`config.mk`:
```
export PLATFORM = sky130hd
export DESIGN_NAME = bpu_btb
export DESIGN_NICKNAME = d
export VERILOG_FILES = /design/src/rtl/bpu_btb.sv
export SDC_FILE = /design/constraint.sdc
export NUM_CORES = 2
export LEC_CHECK = 0
export ABC_CLOCK_PERIOD_IN_PS = 65000
export CAP_MARGIN = 30
export CORE_ASPECT_RATIO = 1.25
export CORE_MARGIN = 1
export CORE_UTILIZATION = 62
export DETAILED_ROUTE_END_ITERATION = 12
export HOLD_SLACK_MARGIN = 0.05
export PLACE_DENSITY = 0.81
export SYNTH_ARGS = -nofsm -noshare
export SYNTH_HDL_FRONTEND = slang
export SYNTH_SLANG_ARGS = --single-unit
```
`constraint.sdc`:
```
create_clock -name i_clk -period 65 [get_ports i_clk]
set_input_delay 13 -clock i_clk [delete_from_list [all_inputs] [get_ports i_clk]]
set_output_delay 13 -clock i_clk [all_outputs]
set_load 0.02 [all_outputs]
```
`src/rtl/bpu_btb.sv`:
```
// Direct-mapped BTB with 2-bit bimodal counters: zero-latency IF lookup,
// EX-stage resolve/update, mispredict redirect and saturating perf counters.
module bpu_btb #(
  parameter int unsigned DEPTH     = 16,
  parameter int unsigned TAG_W     = 8,
  parameter int unsigned PRED_MODE = 1,
  parameter int unsigned CNT_W     = 32
) (
  input  logic             i_clk,
  input  logic             i_rst,
  input  logic [31:0]      i_if_pc,
  output logic             o_pred_taken,
  output logic [31:0]      o_pred_target,
  input  logic             i_upd_vld,
  input  logic [31:0]      i_upd_pc,
  input  logic             i_upd_is_jmp,
  input  logic             i_upd_taken,
  input  logic [31:0]      i_upd_target,
  input  logic             i_upd_pred_taken,
  input  logic [31:0]      i_upd_pred_target,
  input  logic [31:0]      i_upd_pcplus4,
  output logic             o_mispredict,
  output logic [31:0]      o_redirect_pc,
  output logic [CNT_W-1:0] o_br_cnt,
  output logic [CNT_W-1:0] o_mis_cnt
);

  localparam int unsigned IDX_W = (DEPTH > 1) ? $clog2(DEPTH) : 1;

  logic [DEPTH-1:0] valid_q, valid_d;
  logic [TAG_W-1:0] tag_q [DEPTH];
  logic [TAG_W-1:0] tag_d [DEPTH];
  logic [31:0]      tgt_q [DEPTH];
  logic [31:0]      tgt_d [DEPTH];
  logic [1:0]       ctr_q [DEPTH];
  logic [1:0]       ctr_d [DEPTH];
  logic [CNT_W-1:0] br_cnt_q, br_cnt_d, mis_cnt_q, mis_cnt_d;

  logic [IDX_W-1:0] lk_idx, upd_idx;
  logic [TAG_W-1:0] lk_tag, upd_tag;
  logic             lk_hit, upd_hit, mispredict_c;
  logic             unused_pc_bits;

  assign lk_idx  = i_if_pc[IDX_W+1:2];
  assign lk_tag  = i_if_pc[IDX_W+2 +: TAG_W];
  assign upd_idx = i_upd_pc[IDX_W+1:2];
  assign upd_tag = i_upd_pc[IDX_W+2 +: TAG_W];
  assign unused_pc_bits = ^{i_if_pc, i_upd_pc};

  assign lk_hit  = valid_q[lk_idx] && (tag_q[lk_idx] == lk_tag);
  assign upd_hit = valid_q[upd_idx] && (tag_q[upd_idx] == upd_tag);

  // Lookup reads the pre-update entry; writes become visible next cycle.
  assign o_pred_taken  = (PRED_MODE != 0) && !i_rst && lk_hit && ctr_q[lk_idx][1];
  assign o_pred_target = o_pred_taken ? tgt_q[lk_idx] : 32'd0;

  assign mispredict_c  = i_upd_vld &&
                         ((i_upd_taken != i_upd_pred_taken) ||
                          (i_upd_taken && (i_upd_target != i_upd_pred_target)));
  assign o_mispredict  = mispredict_c;
  assign o_redirect_pc = !mispredict_c ? 32'd0 :
                         (i_upd_taken ? i_upd_target : i_upd_pcplus4);

  assign o_br_cnt  = br_cnt_q;
  assign o_mis_cnt = mis_cnt_q;

  // Table update from the resolved instruction.
  always_comb begin
    valid_d = valid_q;
    tag_d   = tag_q;
    tgt_d   = tgt_q;
    ctr_d   = ctr_q;
    if ((PRED_MODE != 0) && i_upd_vld) begin
      if (upd_hit) begin
        if (i_upd_is_jmp) begin
          ctr_d[upd_idx] = 2'd3;
          tgt_d[upd_idx] = i_upd_target;
        end else if (i_upd_taken) begin
          if (ctr_q[upd_idx] != 2'd3) ctr_d[upd_idx] = ctr_q[upd_idx] + 2'd1;
          tgt_d[upd_idx] = i_upd_target;
        end else if (ctr_q[upd_idx] != 2'd0) begin
          ctr_d[upd_idx] = ctr_q[upd_idx] - 2'd1;
        end
      end else if (i_upd_taken) begin
        valid_d[upd_idx] = 1'b1;
        tag_d[upd_idx]   = upd_tag;
        tgt_d[upd_idx]   = i_upd_target;
        ctr_d[upd_idx]   = i_upd_is_jmp ? 2'd3 : 2'd2;
      end
    end
  end

  // Saturating performance counters.
  always_comb begin
    br_cnt_d  = br_cnt_q;
    mis_cnt_d = mis_cnt_q;
    if (i_upd_vld && (br_cnt_q != {CNT_W{1'b1}})) br_cnt_d = br_cnt_q + CNT_W'(1);
    if (mispredict_c && (mis_cnt_q != {CNT_W{1'b1}})) mis_cnt_d = mis_cnt_q + CNT_W'(1);
  end

  always_ff @(posedge i_clk or posedge i_rst) begin
    if (i_rst) begin
      valid_q   <= '0;
      br_cnt_q  <= '0;
      mis_cnt_q <= '0;
      for (int i = 0; i < int'(DEPTH); i++) begin
        tag_q[i] <= '0;
        tgt_q[i] <= 32'd0;
        ctr_q[i] <= 2'b01;
      end
    end else begin
      valid_q   <= valid_d;
      tag_q     <= tag_d;
      tgt_q     <= tgt_d;
      ctr_q     <= ctr_d;
      br_cnt_q  <= br_cnt_d;
      mis_cnt_q <= mis_cnt_d;
    end
  end

endmodule

```
==> results.cfg <==
[logic_synthesis]
synth_cell_types = 51
async_reset_ff_share_pct = 100
yosysWarnings = 0
syn_inst = 2479
synth_top_area_share_pct = 50.0
yosysMostFrequentCell = dfrtp_1
synth_flop_cell = dfrtp_1
synthTopCellsByArea = dfrtp_1 50%, mux2_2 19%, mux4_2 15%
synth-edff-count = 0
syn_area_mm2 = 0.0368
synth_common_cells = 736 x dfrtp_1, 624 x mux2_2, 242 x mux4_2
ys_ff_latch = 752
syn-num-nets = 2649
yosys.area.top_type = dfrtp_1
yosysSeqAreaShare_pct = 51.1
syn-mean-instance-area_um2 = 14.9

[cts]
clk_path_buf_depth = 3
cts_inserted_buffers = 75
cts_sinks = 752
clkLatencyLatePin_ns = 0.62
cts_resized = 0
root_buffer = clkbuf_16
hold_buffers = 0
cts_max_level = 3
post-cts-setup-buffer-count = 0
tritoncts = done
clkSlewWorstSetupHoldPaths_ns = 0.06

[routing]
vias = 22500
dr.pass1.iters = 9
vias_per_cell = 6.52
drtIter0Drc = 1955
wire_per_inst_um = 26.9
ant_nets = 0
drc_errors = 16
wl_um = 93000

[die]
io_pins = 296
dieArea_mm2 = 0.0604
die_x_um = 220
core-area_mm2 = 0.0586
die_y_um = 274
start_util_pct = 62.9
num_rows = 99

[sta]
layout_min_cycle_time_ns = 30.49
hold_viol_final = 0
fin_crit_sh_pct = 46.9
finalClockSkew_ns = 0.0141
worst_pin_slew_ns = 1.16
slew_headroom_pct = 22.6
max_freq_mhz = 32.8
slew_viol_final = 0
worst_slack_ns = 34.51
setup_viol = 0
grt_setup_unrepaired = no
tns_ns = 0
hold_slack_ns = 0.467

[setup_path]
crit_cells = 10
worst_path_max_delay_cell = buf_4
path_class = input pin to primary output
ff2ff_path_depth = 9
worstPathCellList = buf_8, buf_4, mux4_2, mux4_2, xor2_1, nor3_1, nand3_2, buf_4, nor2b_1, clkdlybuf4s50_1
cpPeakStageDelay_ns = 0.73
crit_buf_inv = 4
crit_path_start_kind = input pin
cp_top_family = buffers and inverters
arrival_ns = 17.49
endpoint_kind = primary output
cp.required_ns = 52.00
cp_max_fo = 75

[run]
max_cap_violations = 0

[power]
ir_drop_mv = 0.0264
leakagePower_nw = 18.3
powerDensity_mw_per_mm2 = 30.2
power.total_mw = 1.28

[cells_and_area]
nets = 2809
final_util_pct = 72.2
fillCellCount = 3738
n_antenna_cell = 0
fin_area_mm2 = 0.0423
drive_above_1_share_pct = 41.5
area_growth_pct = 14.9
final_cells = 3455

[min_path]
hold-path-cell-count = 2
hold_class = flip-flop to flip-flop

[placement]
post-place-ws_ns = 34.48
place_area_mm2 = 0.0399
place_congestion = 0.857
dp.cells = 3315
post-dp-hpwl_um = 55500
io_buffers = 255

[global_route]
grt_start_max_net_pins = 213
first_global_vias = 24200
antenna_found_initial = 2
grt_pass1_wl_um = 143000
overflow = 0
grt_usage_pct = 31.8

[outcome]
violations = DRC
status = finished, violations left
per-layer routing:
| metal | global-route usage (%) | up-vias | share of wire, % |
|---|---|---|---|
| met2 | 54.1 | 824 | 52 |
| met4 | 12.1 | 2 | 3.4 |
| met1 | 41.1 | 12000 | 39 |
| met5 | 0 | - | 0.012 |
| li1 | - | 9469 | - |
| met3 | 5.26 | 219 | 5.7 |
cell usage in the layout, fill, tap and decap left out, types with 10 or more instances in the layout:
cell,instances
o22ai_1,17
inv_1,28
nor2_1,54
dfstp_2,16
nand2_1,44
a31oi_1,11
buf_4,44
mux2_1,48
nor4_1,21
clkbuf_1,24
nor2b_1,36
nand4b_1,10
mux2i_1,55
nand3_1,35
nand4_1,23
clkinv_2,12
dfrtp_1,736
clkbuf_8,17
or2_2,19
and3_1,11
clkdlybuf4s50_1,247
xnor2_1,44
mux2_2,624
mux4_2,242
xor2_1,65
nor3_2,17
clkbuf_16,77
o21ai_0,11
nor3_1,19
final timing paths:
check	end	from	slack (ns)
min	ctr_q[2]$_DFFE_PP1P_	ctr_q[2]$_DFFE_PP1P_	0.47
min in group asynchronous	tag_q[91]$_DFFE_PP0P_	i_rst	12.75
min reg2reg	ctr_q[2]$_DFFE_PP1P_	ctr_q[2]$_DFFE_PP1P_	0.47
max in group asynchronous	tgt_q[67]$_DFFE_PP0P_	i_rst	49.68
max	o_pred_target[30]	i_if_pc[2]	34.51
max reg2reg	tgt_q[444]$_DFFE_PP0P_	tag_q[6]$_DFFE_PP0P_	60.21
power by group:
| part | switching, mW | internal [mW] |
|---|---|---|
| Clock | 0.181 | 0.239 |
| Combinational | 0.0959 | 0.147 |
| Sequential | 0.0545 | 0.559 |
| Total | 0.332 | 0.944 |
tightest hold or removal path, stage by stage, from the launching register on:
cell and delay (ns):
dfstp_2 0.37, inv_1 0.04, o22ai_1 0.05
state kept, by name, indices dropped and copies added, names as in the netlist:
register,cells
o_br_cnt,32
tgt_q,512
valid_q,16
ctr_q,32
o_mis_cnt,32
tag_q,128
cell type report:
type | count | area (um^2) | share of cell area, %
Sequential cell | 752 | 18800 | 44.5
Clock buffer | 118 | 2250 | 5.32
Clock inverter | 18 | 126 | 0.299
Inverter | 30 | 120 | 0.284
Tap cell | 757 | 947 | 2.24
Timing Repair Buffer | 312 | 3090 | 7.30
Multi-Input combinational cell | 1468 | 16900 | 40.0
logic make-up after synthesis:
| family | count (synthesis) | synth area share (%) |
|---|---|---|
| adders and majority gates | 4 | 0.136 |
| buffers and inverters | 259 | 3.11 |
| DFF | 752 | 51.1 |
| xor gates and xnor gates | 109 | 2.59 |
| and+or+nand+nor | 334 | 5.10 |
| muxes | 969 | 36.8 |
| AOI/OAI and AO/OA | 52 | 1.07 |
No activity file was read; power rests on OpenSTA's default activity.
